File: config.mk
export PLATFORM = sky130hd
export DESIGN_NAME = fpu_issue_ctrl
export DESIGN_NICKNAME = d
export VERILOG_FILES = /design/src/rtl/fpu_issue_ctrl.sv
export SDC_FILE = /design/constraint.sdc
export NUM_CORES = 1
export LEC_CHECK = 0
export BUFFER_PORTS_ARGS = -buffer_cell sky130_fd_sc_hd__buf_2
export CAP_MARGIN = 20
export CORE_MARGIN = 8
export CORE_UTILIZATION = 47
export DETAILED_ROUTE_END_ITERATION = 16
export PLACE_DENSITY = 0.8
export SYNTH_ARGS = -nofsm -noshare
export SYNTH_HDL_FRONTEND = slang
export SYNTH_SLANG_ARGS = --single-unit
File: constraint.sdc
create_clock -name in_Clk -period 2.61 [get_ports in_Clk]
set_clock_uncertainty 0.15 [all_clocks]
set_input_delay 0.261 -clock in_Clk [delete_from_list [all_inputs] [get_ports in_Clk]]
set_output_delay 0.261 -clock in_Clk [all_outputs]
set_load 0.01 [all_outputs]
File: src/rtl/fpu_issue_ctrl.sv
// fpu_issue_ctrl: issue sequencer in front of the FP arithmetic unit.
// Takes one decoded FP instruction at a time, drives the FP unit with
// the latched op/operands, waits out the divider stall (with a timeout
// escape), and hands the result to FP register writeback over a
// valid/ready handshake. A flush aborts the instruction without writeback.
module fpu_issue_ctrl #(
    parameter int unsigned DIV_TIMEOUT = 64,
    parameter int unsigned CNT_W       = 10
) (
    input  logic        in_Clk,
    input  logic        in_Rst_N,
    // Execute-stage instruction interface
    input  logic        in_valid,
    input  logic [1:0]  in_op,
    input  logic [31:0] in_rs1,
    input  logic [31:0] in_rs2,
    input  logic [4:0]  in_rd,
    output logic        out_ready,
    input  logic        in_flush,
    // FP arithmetic unit interface
    output logic        out_fpu_start,
    output logic [1:0]  out_fpu_op,
    output logic [31:0] out_fpu_rs1,
    output logic [31:0] out_fpu_rs2,
    input  logic [31:0] in_fpu_data,
    input  logic        in_fpu_stall,
    // FP register writeback interface
    output logic        out_wb_valid,
    output logic [4:0]  out_wb_rd,
    output logic [31:0] out_wb_data,
    input  logic        in_wb_ready,
    output logic        out_timeout
);

    typedef enum logic [2:0] {
        S_IDLE      = 3'd0,
        S_EXEC      = 3'd1,
        S_DIV_START = 3'd2,
        S_DIV_WAIT  = 3'd3,
        S_WB        = 3'd4,
        S_DRAIN     = 3'd5
    } state_e;

    localparam logic [1:0]       OP_DIV    = 2'b11;
    // Canonical quiet NaN written back when the divider never answers
    localparam logic [31:0]      QNAN      = 32'h7FC0_0000;
    localparam logic [CNT_W-1:0] TMO_LIMIT = CNT_W'(DIV_TIMEOUT);

    state_e           state_q, state_d;
    logic [1:0]       op_q,    op_d;
    logic [31:0]      rs1_q,   rs1_d;
    logic [31:0]      rs2_q,   rs2_d;
    logic [4:0]       rd_q,    rd_d;
    logic [31:0]      wbdat_q, wbdat_d;
    logic             tmo_q,   tmo_d;
    logic [CNT_W-1:0] cnt_q,   cnt_d;
    logic [CNT_W-1:0] cnt_inc;
    logic             start_c;

    assign cnt_inc = cnt_q + CNT_W'(1);

    // Next-state, latch and capture decisions; flush outranks every other event
    always_comb begin
        state_d = state_q;
        op_d    = op_q;
        rs1_d   = rs1_q;
        rs2_d   = rs2_q;
        rd_d    = rd_q;
        wbdat_d = wbdat_q;
        tmo_d   = tmo_q;
        cnt_d   = cnt_q;
        start_c = 1'b0;

        case (state_q)
            S_IDLE: begin
                // A flush in IDLE blocks acceptance even with in_valid high
                if (in_valid && !in_flush) begin
                    op_d    = in_op;
                    rs1_d   = in_rs1;
                    rs2_d   = in_rs2;
                    rd_d    = in_rd;
                    state_d = (in_op == OP_DIV) ? S_DIV_START : S_EXEC;
                end
            end

            S_EXEC: begin
                // add/sub/mul are combinational in the FP unit: capture now
                if (in_flush) begin
                    state_d = S_IDLE;
                end else begin
                    wbdat_d = in_fpu_data;
                    state_d = S_WB;
                end
            end

            S_DIV_START: begin
                cnt_d = '0;
                if (in_flush) begin
                    state_d = S_IDLE;
                end else begin
                    start_c = 1'b1;
                    state_d = S_DIV_WAIT;
                end
            end

            S_DIV_WAIT: begin
                cnt_d = cnt_inc;
                if (in_flush) begin
                    // Divider is still running; let it finish before reuse
                    state_d = S_DRAIN;
                end else if (!in_fpu_stall) begin
                    // Real result wins even on the edge the limit is hit
                    wbdat_d = in_fpu_data;
                    state_d = S_WB;
                end else if (cnt_inc >= TMO_LIMIT) begin
                    wbdat_d = QNAN;
                    tmo_d   = 1'b1;
                    state_d = S_WB;
                end
            end

            S_WB: begin
                if (in_flush) begin
                    tmo_d   = 1'b0;
                    state_d = S_IDLE;
                end else if (in_wb_ready) begin
                    // After a timeout the divider may still be busy
                    tmo_d   = 1'b0;
                    state_d = tmo_q ? S_DRAIN : S_IDLE;
                end
            end

            S_DRAIN: begin
                if (!in_fpu_stall) begin
                    state_d = S_IDLE;
                end
            end

            default: begin
                state_d = S_IDLE;
            end
        endcase
    end

    // State, operand latches, result and counter registers
    always_ff @(posedge in_Clk or negedge in_Rst_N) begin
        if (!in_Rst_N) begin
            state_q <= S_IDLE;
            op_q    <= '0;
            rs1_q   <= '0;
            rs2_q   <= '0;
            rd_q    <= '0;
            wbdat_q <= '0;
            tmo_q   <= 1'b0;
            cnt_q   <= '0;
        end else begin
            state_q <= state_d;
            op_q    <= op_d;
            rs1_q   <= rs1_d;
            rs2_q   <= rs2_d;
            rd_q    <= rd_d;
            wbdat_q <= wbdat_d;
            tmo_q   <= tmo_d;
            cnt_q   <= cnt_d;
        end
    end

    // Ready is forced low while reset is asserted so every output reads 0
    assign out_ready     = (state_q == S_IDLE) && !in_flush && in_Rst_N;
    assign out_fpu_start = start_c;
    assign out_fpu_op    = op_q;
    assign out_fpu_rs1   = rs1_q;
    assign out_fpu_rs2   = rs2_q;
    assign out_wb_valid  = (state_q == S_WB);
    assign out_wb_rd     = rd_q;
    assign out_wb_data   = wbdat_q;
    assign out_timeout   = tmo_q;

endmodule

==> results of run 1 <==
-- state kept, by name, indices dropped and copies added, names as in the netlist --
register and flops:
out_fpu_rs1 32, out_fpu_rs2 32, out_wb_data 32, cnt_q 10, out_wb_rd 5, state_q 3
out_fpu_op 2, out_timeout 1
-- layout by cell type (no fill, tap or decap), types with 2 or more instances in the layout --
| cell type | synthesis | final |
|---|---|---|
| a211oi_1 | 2 | 2 |
| a21oi_1 | 9 | 9 |
| a22o_1 | 25 | 25 |
| and3_1 | 5 | 5 |
| and3_4 | 2 | 2 |
| buf_12 | 0 | 3 |
| buf_2 | 9 | 214 |
| buf_4 | 0 | 2 |
| bufinv_16 | 0 | 3 |
| clkbuf_16 | 0 | 16 |
| clkbuf_8 | 0 | 2 |
| clkinv_2 | 0 | 2 |
| clkinvlp_4 | 0 | 4 |
| dfrtp_1 | 117 | 117 |
| diode_2 | 0 | 4 |
| dlygate4sd3_1 | 0 | 104 |
| ha_1 | 2 | 2 |
| inv_1 | 6 | 6 |
| inv_6 | 0 | 4 |
| mux2_2 | 71 | 71 |
| mux2i_1 | 6 | 6 |
| nand2_1 | 14 | 14 |
| nand2b_1 | 2 | 2 |
| nand3_1 | 8 | 7 |
| nor2_1 | 13 | 13 |
| nor2b_1 | 2 | 2 |
| nor3_1 | 5 | 5 |
| o21ai_0 | 11 | 11 |
| o22a_1 | 9 | 9 |
| xor2_1 | 2 | 2 |
-- worst min path at each step --
stage,to,depth (start not counted)
after floorplan,cnt_q[0],0
final,state_q[2],4
after global routing,state_q[2],4
after detailed placement,state_q[1],2
after CTS,state_q[2],4
after global placement,state_q[2],2
-- tightest hold or removal path: cells and delay by family --
| kind | cells | cell delay, ps |
|---|---|---|
| buf+inv | 1 | 100 |
| compound gates | 3 | 320 |
-- logic make-up (layout without fill, tap and decap cells) --
| kind of cell | count (synthesis) | after routing |
|---|---|---|
| mux | 77 | 77 |
| fa+ha+maj | 2 | 2 |
| compound gates | 63 | 63 |
| simple gates | 56 | 56 |
| flops | 117 | 117 |
| buf+inv | 25 | 361 |
| xor+xnor | 2 | 2 |
| other cells | 0 | 4 |
-- power breakdown --
group / switching, mW / internal [mW] / total (mW)
Combinational: 1.52 / 1.50 / 3.02
Clock: 0.838 / 1.49 / 2.33
Sequential: 0.556 / 2.66 / 3.21
Total: 2.91 / 5.65 / 8.56
-- synthesized netlist by cell type, types with 6 or more instances --
cell type  number
dfrtp_1       117
mux2_2         71
a22o_1         25
nand2_1        14
nor2_1         13
o21ai_0        11
a21oi_1         9
buf_2           9
o22a_1          9
clkbuf_1        8
nand3_1         8
inv_1           6
mux2i_1         6
-- per-layer routing --
| metal | share of wire | up-vias | wire length (um) |
|---|---|---|---|
| met5 | 0 | - | 0 |
| met4 | 0.033 | 0 | 522 |
| met3 | 0.064 | 41 | 1010 |
| met2 | 0.56 | 183 | 8810 |
| met1 | 0.35 | 2059 | 5490 |
| li1 | - | 1897 | - |
-- layout make-up --
class	count	area, sq um
clock buffers	18	428
diodes	4	10.0
flip-flops and latches	117	2930
repair buffers	323	2190
clock inverters	14	174
well taps	133	166
fillers	560	2160
inverters	6	22.5
multi-input cells	200	1700
==> metrics.md, run 1 <==
| Metric | Value |
|---|---|
| Status | `finished clean` |
| Sinks on the clock net | `117` |
| Post-synthesis simple-gate area fraction | `0.0592` |
| Number of register bits inferred by synthesis | `117` |
| Vias post-DR | `4180` |
| Type of element launching the critical path | `flip-flop` |
| Max Fanout on Critical Path | `17` |
| Number of cell rows | `36` |
| Leftover overflow at the end of global routing | `0` |
| Remaining max-slew budget at the tightest pin | `0.402` |
| Sum of negative setup slack | `0 ps` |
| Total Wirelength | `15.8 mm` |
| Final #Nets | `776` |
| Multiplexer share of the synthesized area | `0.182` |
| Met3 Use GR | `0.0646` |
| Initial standard-cell utilization of the core | `0.484` |
| Num ports | `216` |
| Cell type group with the largest total delay on the critical path | `simple AND/OR/NAND/NOR gates` |
| Final design area excluding fillers | `7610 sq um` |
| Final core occ | `0.779` |
| Worst hold-check path type | `in -> reg` |
| Synthesized area | `around 4700 sq um` |
| Total power | `between 8 and 9 mW` |
| Global-route layer with the greatest usage | `met2` |
| Met1 Resource Use GR | `0.238` |
| Number of buffers inserted by hold repair at cts | `~100` |
| Post-Place Cells | `675` |
| Number of design-rule violations left by the first detailed-router iteration | `210` |
| Cell leakage power | `around 3.7 nW` |
| Fraction of registers with async set/reset | `1.00` |
| Resized Gates After CTS | `0` |
| Seq/Total Area, Yosys | `0.619` |
| Adder-Cell Fraction of Synth Area | `0.00529` |
| Endpoints failing setup | `0` |
| Worst reg2reg path startpoint | `cnt_q[0]` |
| Flop2flop setup slack | `300 ps` |
| Post-layout min period | `2370 ps` |
| Critical path endpoint | `out_fpu_start` |
| Maximum number of buffers from clock root to sink | `2` |
| Area of the core region | `9770 sq um` |
| Overall die height | `116 um` |
| Routed WL per cell | `between 15 and 20 um` |
| Number of enable-type register cells in the synthesized netlist | `0` |
| Detailed-router iteration count before antenna repair | `4` |
| Root buffer cell | `clkbuf_8` |
| Post-synthesis compound-gate area fraction | `0.106` |
| Post-detailed-route via-to-cell ratio | `around 5.1` |
| Post-placement setup slack | `between 200 and 300 ps` |
| ANT nets after route | `0` |
| First-pass GRT wire length | `24.5 mm` |
| Clock tree from TritonCTS | `built` |
| Later-pin clock latency in the skew report | `500 ps` |
| Clock transition time at the flip-flop clock pins of the worst setup and hold paths | `60 ps` |
| Syn Inst Count | `342` |
| Number of cells on the critical path | `4` |
| Total power divided by cell area | `1120 nW/um^2` |
| Crit. End Element | `primary output` |
| Number of maximum-capacitance violations | `0` |
| Total setup buffers inserted after CTS | `0` |
| Synthesized Nets | `453` |
| Count of unresolved DRC violations after routing | `0` |
| Least setup slack across all paths after layout | `243 ps` |
| Number of synthesis warnings | `0` |
| Setup crit start | `state_q[2]` |
| Routability congestion estimate from global placement | `0.835` |
| Endpoint of the lowest-slack register-to-register path | `out_wb_data[8]` |
| Vias in the first global route | `roughly 4800` |
| Number of failing hold endpoints at the final stage | `0` |
| Synthesis-to-finish area growth | `60.9%` |
| Depth of the CTS H-tree | `4` |
| Non-filler cells in the finished layout | `between 800 and 900` |
| Slew at the pin closest to its max-slew limit | `897 ps` |
| Required time of the critical path | `around 2200 ps` |
| Critical setup path kind | `reg -> out` |
| Global routing met2 resource utilization | `0.446` |
| Number of distinct library cells after synthesis | `34` |
| Overall track demand over capacity in global routing | `0.239` |
| Standard cell with the maximum stage delay on the critical path | `dfrtp_1` |
| DPL Wire Length | `9.79 mm` |
| Portion of synthesized cell area occupied by the leading cell type | `0.619` |
| Placed inst area | `about 6000 sq um` |
| CTS buffer count | `17` |
| Worst VDD drop | `0.000775 V` |
| Most used flip-flop cell after synthesis | `dfrtp_1` |
| RSZ-0062 raised after global routing | `no` |
| Number of antenna violations at the first check in global routing | `3` |
| Cells along the critical path | `inv_1 > nand2_1 > nor3_1 > buf_2` |
| WHS | `77.6 ps` |
| Layout cells sized above 1 | `0.485` |
| Combined buffer and inverter count along the critical path | `2` |
| Final Slew Violations | `0` |
| Largest family of logic cells by synthesized area | `multiplexers` |
| Main area contributors after synthesis | `dfrtp_1 62%, mux2_2 17%, a22o_1 4.6%` |
| Final critical-path share of the clock period | `0.907` |
| Maximum number of pins on one net before global-route repair | `118` |
| Hold path start | `in_wb_ready` |
| Fmax achieved | `423 MHz` |
| Die width | `116 um` |
| Port Buffer Count | `215` |
| Reg2Reg Depth | `7` |
| Synthesized area per cell | `~14 sq um` |
| Die area | `~14000 sq um` |
| Xor-xnor portion of the synthesized cell area | `0.00370` |
| Area leader, netlist | `dfrtp_1` |
| Arrival time of data at the critical path endpoint | `~2000 ps` |
| Delay of the slowest cell on the worst path | `470 ps` |
Power figures use the tool's default switching activity.
==> run 2: changes to the inputs <==
- MAX_ROUTING_LAYER: default -> met4
==> run 2 against run 1 <==
Worst hold slack worse by 1.2 ps. Clock power barely moved. Via count grew 0.50%. Utilization unchanged. Sequential share of layout area stayed put. Critical path depth unchanged. Register-to-register slack about the same. Combinational power about the same. Cell area is the same. Critical endpoint unchanged. Largest power group unchanged.
==> metrics.md, run 2 (synthesized netlist as in run 1, its figures left out) <==
| Metric | Value |
|---|---|
| Root buffer cell | `clkbuf_8` |
| Final design area excluding fillers | `7610 sq um` |
| Hold path start | `in_wb_ready` |
| Final critical-path share of the clock period | `0.904` |
| Cell leakage power | `3.70 nW` |
| Resized Gates After CTS | `0` |
| Overall die height | `around 120 um` |
| Number of maximum-capacitance violations | `0` |
| Worst hold-check path type | `in -> reg` |
| ANT nets after route | `0` |
| Critical setup path kind | `reg -> out` |
| Count of unresolved DRC violations after routing | `0` |
| Endpoint of the lowest-slack register-to-register path | `out_wb_data[8]` |
| Routed WL per cell | `19.4 um` |
| Arrival time of data at the critical path endpoint | `1950 ps` |
| Remaining max-slew budget at the tightest pin | `0.411` |
| Total power divided by cell area | `between 1000 and 1500 nW/um^2` |
| Number of antenna violations at the first check in global routing | `3` |
| Number of failing hold endpoints at the final stage | `0` |
| Worst Hold Endpoint | `state_q[2]` |
| Slew at the pin closest to its max-slew limit | `883 ps` |
| Number of cell rows | `36` |
| Number of design-rule violations left by the first detailed-router iteration | `about 200` |
| Placed inst area | `5960 sq um` |
| Post-detailed-route via-to-cell ratio | `a little over 5` |
| Number of buffers inserted by hold repair at cts | `104` |
| Initial standard-cell utilization of the core | `0.484` |
| Leftover overflow at the end of global routing | `0` |
| Routability congestion estimate from global placement | `0.848` |
| CTS buffer count | `17` |
| Flop2flop setup slack | `290 ps` |
| Sum of negative setup slack | `0 ps` |
| Sinks on the clock net | `~120` |
| Clock transition time at the flip-flop clock pins of the worst setup and hold paths | `60 ps` |
| Die width | `116 um` |
| Final #Nets | `776` |
| Later-pin clock latency in the skew report | `500 ps` |
| Type of element launching the critical path | `flip-flop` |
| Detailed-router iteration count before antenna repair | `4` |
| Final Slew Violations | `0` |
| Leading cell type in the layout, fill and taps excluded | `buf_2` |
| Layout cells sized above 1 | `0.485` |
| First-pass GRT wire length | `24.5 mm` |
| Vias in the first global route | `4806` |
| Clock tree from TritonCTS | `built` |
| Total Wirelength | `15.8 mm` |
| Overall track demand over capacity in global routing | `0.246` |
| RSZ-0062 raised after global routing | `no` |
| Required time of the critical path | `roughly 2200 ps` |
| Vias post-DR | `4201` |
| DPL Wire Length | `between 9 and 10 mm` |
| Area of the core region | `9770 sq um` |
| Total power | `8.56 mW` |
| Fmax achieved | `424 MHz` |
| Depth of the CTS H-tree | `4` |
| Status | `finished clean` |
| Maximum number of buffers from clock root to sink | `2` |
| Worst VDD drop | `0.000784 V` |
| Die area | `approximately 14000 sq um` |
| Post-layout min period | `2360 ps` |
| Maximum number of pins on one net before global-route repair | `118` |
| Max Fanout on Critical Path | `17` |
| Cells on Worst Hold Path | `4` |
| Total setup buffers inserted after CTS | `0` |
| Fill cell count | `560` |
| Port Buffer Count | `215` |
| Endpoints failing setup | `0` |
| Reg2Reg Depth | `7` |
| Num ports | `216` |
| Commonest cells after routing, fill and taps aside | `214 x buf_2, 117 x dfrtp_1, 104 x dlygate4sd3_1` |
| Crit. End Element | `primary output` |
| Final core occ | `0.779` |
| Worst reg2reg path startpoint | `cnt_q[0]` |
| Synthesis-to-finish area growth | `60.9%` |
-- run 2: metrics by stage --
step | hold slack, ps | cells | setup WS (ps)
floorplan | -185 | 342 | 435
global placement | 254 | 675 | 367
detailed placement | 268 | 675 | 299
CTS | 35.9 | 811 | 269
global route | 78.1 | 814 | 72.0
finish | 76.4 | 815 | 250
-- run 2: worst max path at each step --
stage,startpoint,to,slack (ps)
5_1_grt,state_q[2],out_fpu_start,70
3_5_place_dp,cnt_q[0],out_wb_data[28],300
3_3_place_gp,cnt_q[0],out_wb_data[19],370
6_report,state_q[2],out_fpu_start,250
4_1_cts,state_q[2],out_fpu_start,270
2_1_floorplan,cnt_q[0],out_wb_data[22],440
-- run 2: report_power, final --
group	internal, mW	switching, mW	total [mW]
sequential	2.66	0.556	3.21
clock	1.49	0.842	2.33
combinational	1.50	1.52	3.02
total	5.65	2.92	8.56
-- run 2: layout make-up --
cell class | instances | area, sq um | share of cell area
antenna | 4 | 10.0 | 0.00131
clock inverter | 14 | 174 | 0.0228
sequential | 117 | 2930 | 0.385
clock buffer | 18 | 428 | 0.0562
timing repair buffer | 323 | 2190 | 0.287
inverter | 6 | 22.5 | 0.00296
tap | 133 | 166 | 0.0219
multi-input combinational | 200 | 1700 | 0.223
-- run 2: worst max-delay path, stage by stage, from the launching register on --
cell and delay [ps]:
dfrtp_1 460, inv_1 150, nand2_1 320, nor3_1 320, buf_2 190
-- run 2: layer usage --
layer	vias up	GRT usage	wire, um	share of wire
met5	-	-	0	0
met2	185	0.445	8850	0.56
li1	1900	-	-	-
met3	44	0.0496	809	0.051
met1	2072	0.247	5630	0.36
met4	0	0.125	556	0.035
==> run 3: changes to the inputs <==
- CORE_ASPECT_RATIO: default -> 2
==> run 3 against run 2 <==
First-iteration DRC count increased by 0.51%. Combinational power increased by 1%. Cell area about the same. Via count decreased by 0.98%. Cell count decreased by 0.12%.
==> metrics.md, run 3 (synthesized netlist as in run 1, its figures left out) <==
| Metric | Value |
|---|---|
| Overall die height | `158 um` |
| Standard cell with the maximum stage delay on the critical path | `dfrtp_1` |
| Net switching share of the total power | `0.338` |
| Post-detailed-route via-to-cell ratio | `roughly 5` |
| Area of the core region | `9950 sq um` |
| Register share of total power | `0.367` |
| Clock transition time at the flip-flop clock pins of the worst setup and hold paths | `50 ps` |
| Commonest cells after routing, fill and taps aside | `214 x buf_2, 117 x dfrtp_1, 104 x dlygate4sd3_1` |
| Final Slew Violations | `0` |
| Total Wirelength | `around 16 mm` |
| Portion of total power attributed to combinational logic | `0.355` |
| First-pass GRT wire length | `24.7 mm` |
| Number of maximum-capacitance violations | `0` |
| Leading cell type in the layout, fill and taps excluded | `buf_2` |
| Post-placement setup slack | `around 280 ps` |
| Cell occurring most often along the worst timing path | `and3_4` |
| Remaining max-slew budget at the tightest pin | `0.432` |
| ANT nets after route | `0` |
| Combined buffer and inverter count along the critical path | `1` |
| Post-Place Cells | `678` |
| Later-pin clock latency in the skew report | `around 410 ps` |
| Final #Nets | `777` |
| Sum of negative setup slack | `0 ps` |
| Total power | `8.61 mW` |
| Post-layout min period | `approximately 2400 ps` |
| Vias in the first global route | `4799` |
| Cell leakage power | `3.70 nW` |
| Die area | `13700 sq um` |
| Num ports | `216` |
| Sinks on the clock net | `117` |
| Count of unresolved DRC violations after routing | `0` |
| Synthesis-to-finish area growth | `60.8%` |
| Number of failing hold endpoints at the final stage | `0` |
| RSZ-0062 raised after global routing | `no` |
| Initial standard-cell utilization of the core | `0.475` |
| Vias post-DR | `4160` |
| Number of cell rows | `52` |
| Max layer used | `met4` |
| Overall track demand over capacity in global routing | `0.244` |
| Routed WL per cell | `19.4 um` |
| Met1 layer wirelength in the final routing | `6.21 mm` |
| Die width | `~87 um` |
| Routability congestion estimate from global placement | `around 0.82` |
| Maximum number of pins on one net before global-route repair | `118` |
| Depth of the CTS H-tree | `4` |
| Internal cell power | `5.70 mW` |
| CTS buffer count | `17` |
| Port Buffer Count | `215` |
| Number of design-rule violations left by the first detailed-router iteration | `199` |
| Switching power | `2.91 mW` |
| Status | `finished clean` |
| Least setup slack across all paths after layout | `255 ps` |
| Area occupied by multi-input gates | `1700 sq um` |
| Fill cell count | `582` |
| Layout cells sized above 1 | `0.486` |
| Number of antenna violations at the first check in global routing | `0` |
| Leftover overflow at the end of global routing | `0` |
| Cell type group with the largest total delay on the critical path | `compound AO/OA/AOI/OAI gates` |
| Endpoints failing setup | `0` |
| Required time of the critical path | `2790 ps` |
| Delay of the slowest cell on the worst path | `430 ps` |
| Met2 wire length | `just under 8 mm` |
| Type of element launching the critical path | `flip-flop` |
| Clock tree from TritonCTS | `built` |
| Final critical-path share of the clock period | `0.902` |
| Non-filler cells in the finished layout | `a little over 800` |
| Root buffer cell | `clkbuf_16` |
| Max Fanout on Critical Path | `23` |
| Arrival time of data at the critical path endpoint | `around 2500 ps` |
| DPL Wire Length | `9.04 mm` |
| Sequential cell area | `2930 sq um` |
| Critical setup path kind | `reg -> reg` |
| Worst hold-check path type | `in -> reg` |
| Cells along the critical path | `ha_1 > and3_4 > and3_4 > a21boi_2 > o41ai_4 > buf_4 > a22o_1` |
| Slew at the pin closest to its max-slew limit | `~850 ps` |
| Fraction of power consumed by the clock network | `0.278` |
| Antenna diode instance count | `0` |
| Maximum number of buffers from clock root to sink | `2` |
| Total met3 wirelength after detailed routing | `between 1 and 1.5 mm` |
| Detailed-router iteration count before antenna repair | `4` |
| Total power divided by cell area | `approximately 1100 nW/um^2` |
| Worst VDD drop | `around 0.00076 V` |
| Crit. End Element | `flip-flop` |
| Fmax achieved | `425 MHz` |
[run 3: cell types whose count changed in the layout (fill, tap and decap cells not counted)]
cell / delta
clkbuf_8: -1
diode_2: -4
clkbuf_16: +1
buf_12: -1
buf_4: +2
[run 3: cell type report]
class | count | share of cell area
repair buffers | 324 | 0.287
flip-flops and latches | 117 | 0.385
well taps | 135 | 0.0222
clock inverters | 14 | 0.0229
clock buffers | 18 | 0.0577
inverters | 6 | 0.00296
multi-input cells | 200 | 0.223
[run 3: power groups by stage]
stage | Sequential (mW) | Clock [mW] | Combinational [mW]
CTS | 3.11 | 2.43 | 2.99
global route | 3.26 | 2.51 | 3.29
global placement | 3.09 | 0 | 2.79
floorplan | 3.47 | 0 | 1.22
finish | 3.17 | 2.39 | 3.06
detailed placement | 3.11 | 0 | 2.87
[run 3: what timing repair did]
item,4_1_cts,5_1_grt
resized for setup,0,0
hold buffers,104,0
setup buffers,0,0
hold endpoints to repair,220,0
[run 3: worst min-delay path: cells and delay by family]
family | cells | cell delay, ps
AOI/OAI and AO/OA | 3 | 300
buffers and inverters | 1 | 100
[run 3: per-stage QoR]
stage          hold WS [ps]  instance area, sq um  utilization
3_3_place_gp            272                  5960        0.598
4_1_cts                 131                  7610        0.765
5_1_grt                 173                  7610        0.765
3_5_place_dp            276                  5960        0.598
2_1_floorplan          -185                  4730            -
6_report                147                  7610        0.765
[run 3: path summary, 6_finish.rpt]
path	from	endpoint	slack [ps]	depth (start not counted)
worst max register to register	cnt_q[0]	out_wb_data[3]	260	7
min in group asynchronous	in_Rst_N	out_fpu_rs1[1]	310	3
worst max-delay path	cnt_q[0]	out_wb_data[3]	260	7
max in group asynchronous	in_Rst_N	out_fpu_rs2[26]	1460	3
worst min register to register	out_wb_data[22]	out_wb_data[22]	340	1
worst min-delay path	in_wb_ready	state_q[2]	150	4
[run 3: metal layers]
metal  vias to the layer above  track usage
li1                       1894            -
met1                      2018        0.268
met2                       222        0.394
met3                        26       0.0827
met4                         0        0.104
met5                         -            -
